===== config.mk =====
export PLATFORM = sky130hd
export DESIGN_NAME = ysyx_22040895_mdu
export DESIGN_NICKNAME = d
export VERILOG_FILES = /design/src/rtl/ysyx_22040895_mdu.sv
export SDC_FILE = /design/constraint.sdc
export NUM_CORES = 1
export LEC_CHECK = 0
export ABC_AREA = 1
export CELL_PAD_IN_SITES_DETAIL_PLACEMENT = 0
export CELL_PAD_IN_SITES_GLOBAL_PLACEMENT = 1
export CORE_MARGIN = 2
export CORE_UTILIZATION = 25
export CTS_BUF_LIST = sky130_fd_sc_hd__clkbuf_2
export CTS_CLUSTER_DIAMETER = 100
export CTS_CLUSTER_SIZE = 14
export DETAILED_ROUTE_END_ITERATION = 6
export PLACE_DENSITY_LB_ADDON = 0.1
export SLEW_MARGIN = 10
export SYNTH_ARGS = -nofsm -noshare
export SYNTH_HDL_FRONTEND = slang
export SYNTH_SLANG_ARGS = --single-unit

===== constraint.sdc =====
create_clock -name clk -period 10.58 [get_ports clk]
set_clock_uncertainty 0.2 [all_clocks]
set_input_delay 2.116 -clock clk [delete_from_list [all_inputs] [get_ports clk]]
set_output_delay 2.116 -clock clk [all_outputs]
set_load 0.03 [all_outputs]

===== src/rtl/ysyx_22040895_mdu.sv =====
// Iterative multiply/divide unit: shift-add mul/mulw, restoring divw/remw.
// One iteration per cycle; divide-by-zero and overflow finish immediately.
module ysyx_22040895_mdu (
  input  logic        clk,
  input  logic        rst,
  input  logic        valid_i_mdu,
  input  logic [3:0]  mduop_i_mdu,
  input  logic [63:0] src1_i_mdu,
  input  logic [63:0] src2_i_mdu,
  input  logic        flush_i_mdu,
  output logic        ready_o_mdu,
  output logic        busy_o_mdu,
  output logic        valid_o_mdu,
  output logic [63:0] result_o_mdu
);

  typedef enum logic [1:0] {
    IDLE,
    BUSY,
    DONE
  } state_t;

  localparam logic [3:0] OP_MUL  = 4'b0001;
  localparam logic [3:0] OP_MULW = 4'b0101;
  localparam logic [3:0] OP_DIVW = 4'b1001;
  localparam logic [3:0] OP_REMW = 4'b1101;

  state_t      state_q;
  logic [3:0]  op_q;
  logic [6:0]  cnt_q;
  logic [63:0] a_q;
  logic [63:0] b_q;
  logic [63:0] acc_q;
  logic [63:0] res_q;
  logic        neg_q_q;
  logic        neg_r_q;
  logic        spec_q;

  logic        legal;
  logic        accept;
  logic        is_div;
  logic [31:0] s1w;
  logic [31:0] s2w;
  logic [31:0] mag1;
  logic [31:0] mag2;
  logic        div0;
  logic        ovf;
  logic [63:0] spec_res;

  logic [63:0] mul_acc_nx;
  logic [32:0] diff;
  logic        ge;
  logic [31:0] rem_nx;
  logic [31:0] quo_nx;

  logic [31:0] quo_s;
  logic [31:0] rem_s;
  logic [63:0] final_res;

  assign legal = (mduop_i_mdu == OP_MUL)  ||
                 (mduop_i_mdu == OP_MULW) ||
                 (mduop_i_mdu == OP_DIVW) ||
                 (mduop_i_mdu == OP_REMW);

  assign accept = valid_i_mdu && (state_q == IDLE)
                  && legal && !flush_i_mdu;

  assign is_div = mduop_i_mdu[3];
  assign s1w    = src1_i_mdu[31:0];
  assign s2w    = src2_i_mdu[31:0];
  assign mag1   = s1w[31] ? -s1w : s1w;
  assign mag2   = s2w[31] ? -s2w : s2w;
  assign div0   = (s2w == 32'd0);
  assign ovf    = (s1w == 32'h8000_0000) && (s2w == 32'hFFFF_FFFF);

  always_comb begin
    spec_res = 64'd0;
    if (div0) begin
      spec_res = mduop_i_mdu[2] ? {{32{s1w[31]}}, s1w}
                                : 64'hFFFF_FFFF_FFFF_FFFF;
    end else if (ovf) begin
      spec_res = mduop_i_mdu[2] ? 64'd0
                                : 64'hFFFF_FFFF_8000_0000;
    end
  end

  // Restoring step: shift the next dividend bit into the partial remainder.
  assign mul_acc_nx = b_q[0] ? acc_q + a_q : acc_q;
  assign diff   = {acc_q[31:0], b_q[31]} - {1'b0, a_q[31:0]};
  assign ge     = ~diff[32];
  assign rem_nx = ge ? diff[31:0] : {acc_q[30:0], b_q[31]};
  assign quo_nx = {b_q[30:0], ge};

  assign quo_s = neg_q_q ? -b_q[31:0] : b_q[31:0];
  assign rem_s = neg_r_q ? -acc_q[31:0] : acc_q[31:0];

  always_comb begin
    final_res = acc_q;
    if (!spec_q) begin
      unique case (1'b1)
        op_q == OP_MULW: final_res = {{32{acc_q[31]}}, acc_q[31:0]};
        op_q == OP_DIVW: final_res = {{32{quo_s[31]}}, quo_s};
        op_q == OP_REMW: final_res = {{32{rem_s[31]}}, rem_s};
        default:         final_res = acc_q;
      endcase
    end
  end

  assign ready_o_mdu  = (state_q == IDLE);
  assign busy_o_mdu   = (state_q != IDLE);
  assign valid_o_mdu  = (state_q == DONE) && !flush_i_mdu;
  assign result_o_mdu = valid_o_mdu ? final_res : res_q;

  always_ff @(posedge clk or posedge rst) begin
    if (rst) begin
      state_q <= IDLE;
      op_q    <= 4'd0;
      cnt_q   <= 7'd0;
      a_q     <= 64'd0;
      b_q     <= 64'd0;
      acc_q   <= 64'd0;
      res_q   <= 64'd0;
      neg_q_q <= 1'b0;
      neg_r_q <= 1'b0;
      spec_q  <= 1'b0;
    end else begin
      unique case (state_q)
        IDLE: begin
          if (accept) begin
            op_q <= mduop_i_mdu;
            if (is_div && (div0 || ovf)) begin
              spec_q  <= 1'b1;
              acc_q   <= spec_res;
              cnt_q   <= 7'd0;
              state_q <= DONE;
            end else begin
              spec_q  <= 1'b0;
              acc_q   <= 64'd0;
              state_q <= BUSY;
              cnt_q   <= (mduop_i_mdu == OP_MUL) ? 7'd64 : 7'd32;
              neg_q_q <= s1w[31] ^ s2w[31];
              neg_r_q <= s1w[31];
              if (is_div) begin
                a_q <= {32'd0, mag2};
                b_q <= {32'd0, mag1};
              end else if (mduop_i_mdu == OP_MUL) begin
                a_q <= src1_i_mdu;
                b_q <= src2_i_mdu;
              end else begin
                a_q <= {32'd0, s1w};
                b_q <= {32'd0, s2w};
              end
            end
          end
        end
        BUSY: begin
          if (flush_i_mdu) begin
            state_q <= IDLE;
            cnt_q   <= 7'd0;
          end else begin
            cnt_q <= cnt_q - 7'd1;
            if (cnt_q == 7'd1) state_q <= DONE;
            if (op_q[3]) begin
              acc_q <= {32'd0, rem_nx};
              b_q   <= {32'd0, quo_nx};
            end else begin
              acc_q <= mul_acc_nx;
              a_q   <= {a_q[62:0], 1'b0};
              b_q   <= {1'b0, b_q[63:1]};
            end
          end
        end
        DONE: begin
          state_q <= IDLE;
          cnt_q   <= 7'd0;
          if (!flush_i_mdu) res_q <= final_res;
        end
        default: begin
          state_q <= IDLE;
          cnt_q   <= 7'd0;
        end
      endcase
    end
  end

endmodule


# == Word-level counts from Yosys, hierarchy flattened ==
# Index checks and enable logic that the tools add are counted.
# totals
ff_bits,272
in_bits,136
output_inout_bits,67
elab_cells,104
# op_classes
n_addsub,7
eq_ne,18
muxes,43
n_bitwise,4
reduce_logical,22
# op_table
op,n
two-way mux 64 bit,22
one-hot mux 64 bit (2 select lines),3
one-hot mux 64 bit (3 select lines),1
two-way mux 32 bit,5
negation 32 bit,4
adder 64 bit,1
== test 32 bit (second input constant),2
two-way mux 63 bit,1
subtractor 33 x 32 -> 33 bit,1
logical NOT 32 bit,1
two-way mux 7 bit,4
== test 4 bit (second input constant),4
one-hot mux 7 bit (2 select lines),1
== test 4 x 3 -> 1 bit (second input constant),2
two-way mux 2 bit,4
AND reduction 4 bit,2
== test 7 x 1 -> 1 bit (second input constant),1
subtractor 7 x 1 -> 7 bit (second input constant),1
logical AND 1 bit,6
inequality test 2 bit (second input constant),3
inequality test 3 bit (second input constant),2
AND reduction 2 bit,3
AND reduction 5 bit,1
== test 4 x 1 -> 1 bit (second input constant),1
other kinds (12),18

# == Longest topological paths before layout ==
# depth
word_depth,8
depth_mapped,20
mapped_depth_nobuf,19

# == Least setup slack after synthesis ==
# Ideal clock, no wire load.
# synth_timing
kind,in2out
startpoint,in flush_i_mdu
endpoint,out result_o_mdu[1]
t_arrival_ns,3.724
t_required_ns,8.264
path_slack_ns,4.540
cell_stages,4
n_path_buf,2
cell_sequence,nor3_2 -> clkbuf_1 -> clkbuf_1 -> a2bb2oi_1
# synth_via
elab_chain_len,3
# synth_lines
element,line_no,rtl
start: declaration,10,"input logic flush_i_mdu,"
logical NOT 1 bit,--,
logical AND 1 bit,111,assign valid_o_mdu = (state_q == DONE) && !flush_i_mdu;
net valid_o_mdu,13,"output logic valid_o_mdu,"
two-way mux 64 bit,112,assign result_o_mdu = valid_o_mdu ? final_res : res_q;
end: declaration,14,output logic [63:0] result_o_mdu
# The timed path passes the listed nets, and every way through them passes these cells.

# == Worst setup path after layout ==
# layout_timing
startpoint,reg op_q[3]
endpoint,out result_o_mdu[20]
# layout_via
elab_chain_len,4
word_cells_on_any_way,6
cone_classes,eq/ne: 3; mux: 3
# layout_lines
element,line_no,rtl
start: declaration,29,logic [3:0] op_q;
start signal: assignment,130,op_q <= mduop_i_mdu;
"== test 4 bit, or another cell as far along",103,"op_q == OP_REMW: final_res = {{32{rem_s[31]}}, rem_s};"
one-hot mux 64 bit (3 select lines) *,100,unique case (1'b1)
two-way mux 64 bit *,99,if (!spec_q) begin
two-way mux 64 bit *,112,
# Every way passes the cells marked *; elsewhere a longest branch is shown, timed or not.

==> impl_results.md <==
- Status: finished clean
- Area leader, netlist: dfrtp_1
- Gpl congestion: 0.944
- Placed inst area: 28700 um2
- Switch share: 62.4%
- Post-Synthesis Cells: 3996
- PD cells: 342 nW/um2
- Synthesized net count: 4236
- Arrival @ worst endpoint: 5.66 ns
- Post-Route WL: 132000 um
- CTS tree: yes
- Die Area: 104000 um2
- DR pass1 iterations: 6
- Fmax: 0.125 GHz
- Vias in the first global route: 27100
- Largest net degree at the start of global routing: 120
- Fin. max-slew vios: 0
- HPWL after DPL: 105000 um
- Setup TNS: 0 ns
- Gr usage total: 25.0%
- Nets: 4357
- Die height: 323 um
- Async S/R FF share, synth: 100%
- Sequential element share of the synthesized area: 26.8%
- Top post-synthesis cells by area: dfrtp_1, nand2_1, nor2_1
- Critical hold path startpoint: op_q[0]$_DFFE_PP0P_
- Number of core rows: 116
- Critical Path, Cell by Cell: inv_1 > nand3_1 > a21oi_4 > inv_2 > nor2_2 > a21boi_0 > o21ai_0 > nand3_1 > o21ai_0 > inv_1 > clkdlybuf4s50_1
- Chip Width: 323 um
- CTS Buffer Depth: 3
- Antenna violations before repair: 14
- Vias: 27800
- Vias/cell: 5.07
- CTS sink cnt: 272
- Worst R2R Setup Slack: 5.82 ns
- RSZ-0062 raised after global routing: false
- Post-CTS Setup Bufs: 0
- Clk slew on worst S/H paths: 0.27 ns
- Critical-path top delay cell: dfrtp_1
- Total gr overflow: 0
- R2R Path Start: b_q[31]$_DFFE_PP0P_
- Worst-Margin Slew: 1.00 ns
- Filler Cells Inserted: 11500
- Layout cells sized above 1: 5.79%
- Antenna Nets Post-Route: 0
- Gate power share: 74.0%
- Area of the core: 100000 um2
- CTS H-Tree Depth: 1
- CP max FO: 37
- Switch Pwr: 0.00618 W
- Delay-heaviest family, CP: buffers and inverters
- Starting density of the core: 25.3%
- Max_slew headroom: 33.3%
- Worst-Skew Late Latency: 1.26 ns
- Final setup violation count: 0
- Worst Hold End: op_q[0]$_DFFE_PP0P_
- Post-Synthesis Cell Area: 25400 um2
- Iteration-0 DRC Markers: 2601
- First-pass GRT wire length: 191000 um
- Clock share of power: 5.6%
- R2R Path End: acc_q[30]$_DFFE_PP0P_
- Worst hold stages: 2
- Ratio of final minimum period to clock period: 75.4%
- Slowest stage delay, CP: 0.81 ns
- Peak VDD IR: 0.190 mV
- CP bufs+invs: 4
- # hold bufs at CTS: 0
- Post-Layout Inst Area: 29000 um2
- Post-synth cell types: 69
- Post-cts resize count: 0
- Crit start category: flip-flop
- Min Tclk post-route: 7.98 ns
- CTS root buffer: clkbuf_2
- Internal power: 0.00372 W
- Hold Vio Cnt, Final: 0
- P&R area growth vs syn: 14.0%
- Area share of the largest cell type after synthesis: 26.8%
- Post-Syn Area per Cell: 6.36 um2
- Flop and latch count out of synthesis: 272
- Total power: 0.00990 W
- # port buffers: 202
- I/O Pins: 203
- HP Class: flip-flop to flip-flop
- CP Class: flip-flop to primary output
- Avg WL per Cell: 24.0 um
- Reported leakage power: 12.9 nW
- Flop pwr share: 20.4%
- Yosys warns: 0
- # Max-Cap Violations: 0
- Post-synth top flop: dfrtp_1
- Req. time, crit path: 8.26 ns
- CP Capture Type: primary output
- CTS buffer count: 27
- FF-to-FF path depth: 19
- Post-synth EDFFs: 0
- Worst Setup SP: op_q[3]$_DFFE_PP0P_
- Drt drc: 0
[worst reg2reg max path, stage by stage, from the launching register on]
cell,delay [ns]
dfrtp_1,0.55
inv_1,0.27
ha_1,0.30
fa_1,0.42
inv_1,0.08
nand3_1,0.06
nand2_1,0.16
nand2_1,0.10
nand2_2,0.12
nand2_1,0.09
nand2_1,0.17
nand2_1,0.17
nand2_1,0.15
nand2_2,0.11
nand2_2,0.72
nand2_1,0.13
nor2_1,0.51
nor2_1,0.09
nor2_1,0.11
nor2_1,0.04
[Yosys cell counts, types with 34 or more instances]
library cell,n
or2_2,46
nor2_1,477
inv_1,464
o21ai_1,67
ha_1,102
nand2_1,993
clkbuf_1,83
nand3_1,301
o21ai_0,274
a21oi_1,315
nand4_1,40
a22oi_1,85
nor3_1,46
dfrtp_1,272
xor2_1,34
[area by class of cell]
type	count	area, um2	area share (%)
clock inverters	13	114	0.393
inverters	482	1820	6.29
multi-input cells	3093	16100	55.5
well taps	1357	1700	5.86
clock buffers	28	140	0.483
diodes	2	5.00	0.0173
repair buffers	241	2320	8.02
flip-flops and latches	272	6810	23.5
[cells in the final DEF, fill, tap and decap left out, drive strengths merged, types with 3 or more instances in the layout]
master and count:
nand2 1018, nor2 496, inv 480, o21ai 351, a21oi 337, nand3 307, dfrtp 272, clkdlybuf4s50 201
ha 102, a22oi 85, nor3 48, or2 47, a21boi 45, nand4 44, buf 40, xor2 34
o211ai 31, clkbuf 28, o21bai 20, o221ai 17, nand3b 15, a2bb2oi 15, o22ai 14, o21a 11
clkinv 10, a31oi 8, a21o 7, nor4 7, o31ai 6, xnor2 6, clkinvlp 4, o22a 3
and3 3, and2 3
[cells by family after synthesis]
logic type / count (synthesis) / synth area share [%]
simple gates: 1989 / 33.6
flops: 272 / 26.8
xor+xnor: 40 / 1.38
fa+ha+maj: 104 / 5.18
compound gates: 960 / 23.0
buf+inv: 631 / 10.1
[layer usage]
metal  vias to the layer above  share of wire, %  GRT usage, %
met5                         -             0.078             0
met4                        16               2.7          6.28
met3                       134               6.4          4.25
met2                       778                42          37.0
met1                     13400                49          37.0
li1                      13500                 -             -
[state kept, by name, indices dropped and copies added (netlist names), 2 cells and up]
register and count:
op_q 4, b_q 64, state_q 2, a_q 64, acc_q 64, res_q 64
cnt_q 7
[through the flow]
stage          hold WS, ns  cells  util, %  setup slack (ns)
2_1_floorplan        0.222   3996        -             0.769
3_3_place_gp         0.240   5445     28.6              3.45
3_5_place_dp         0.237   5445     28.6              3.48
4_1_cts              0.290   5486     28.9              2.46
5_1_grt              0.310   5487     28.9              2.38
6_report             0.289   5488     28.9              2.60
[worst max path at each step]
stage,end,slack [ns],depth (start not counted)
2_1_floorplan,a_q[0]$_DFFE_PP0P_,0.77,1
3_3_place_gp,result_o_mdu[63],3.45,6
3_5_place_dp,result_o_mdu[63],3.48,6
4_1_cts,result_o_mdu[20],2.46,11
5_1_grt,result_o_mdu[20],2.38,11
6_report,result_o_mdu[20],2.60,11
[power by group through the flow]
stage	Clock, W	Combinational, W	Sequential, W
6_report	0.000558	0.00733	0.00202
5_1_grt	0.000626	0.00800	0.00207
4_1_cts	0.000595	0.00725	0.00202
3_5_place_dp	0	0.00721	0.00204
3_3_place_gp	0	0.00725	0.00206
2_1_floorplan	0	0.00460	0.00177
No activity file was read; power rests on OpenSTA's default activity.
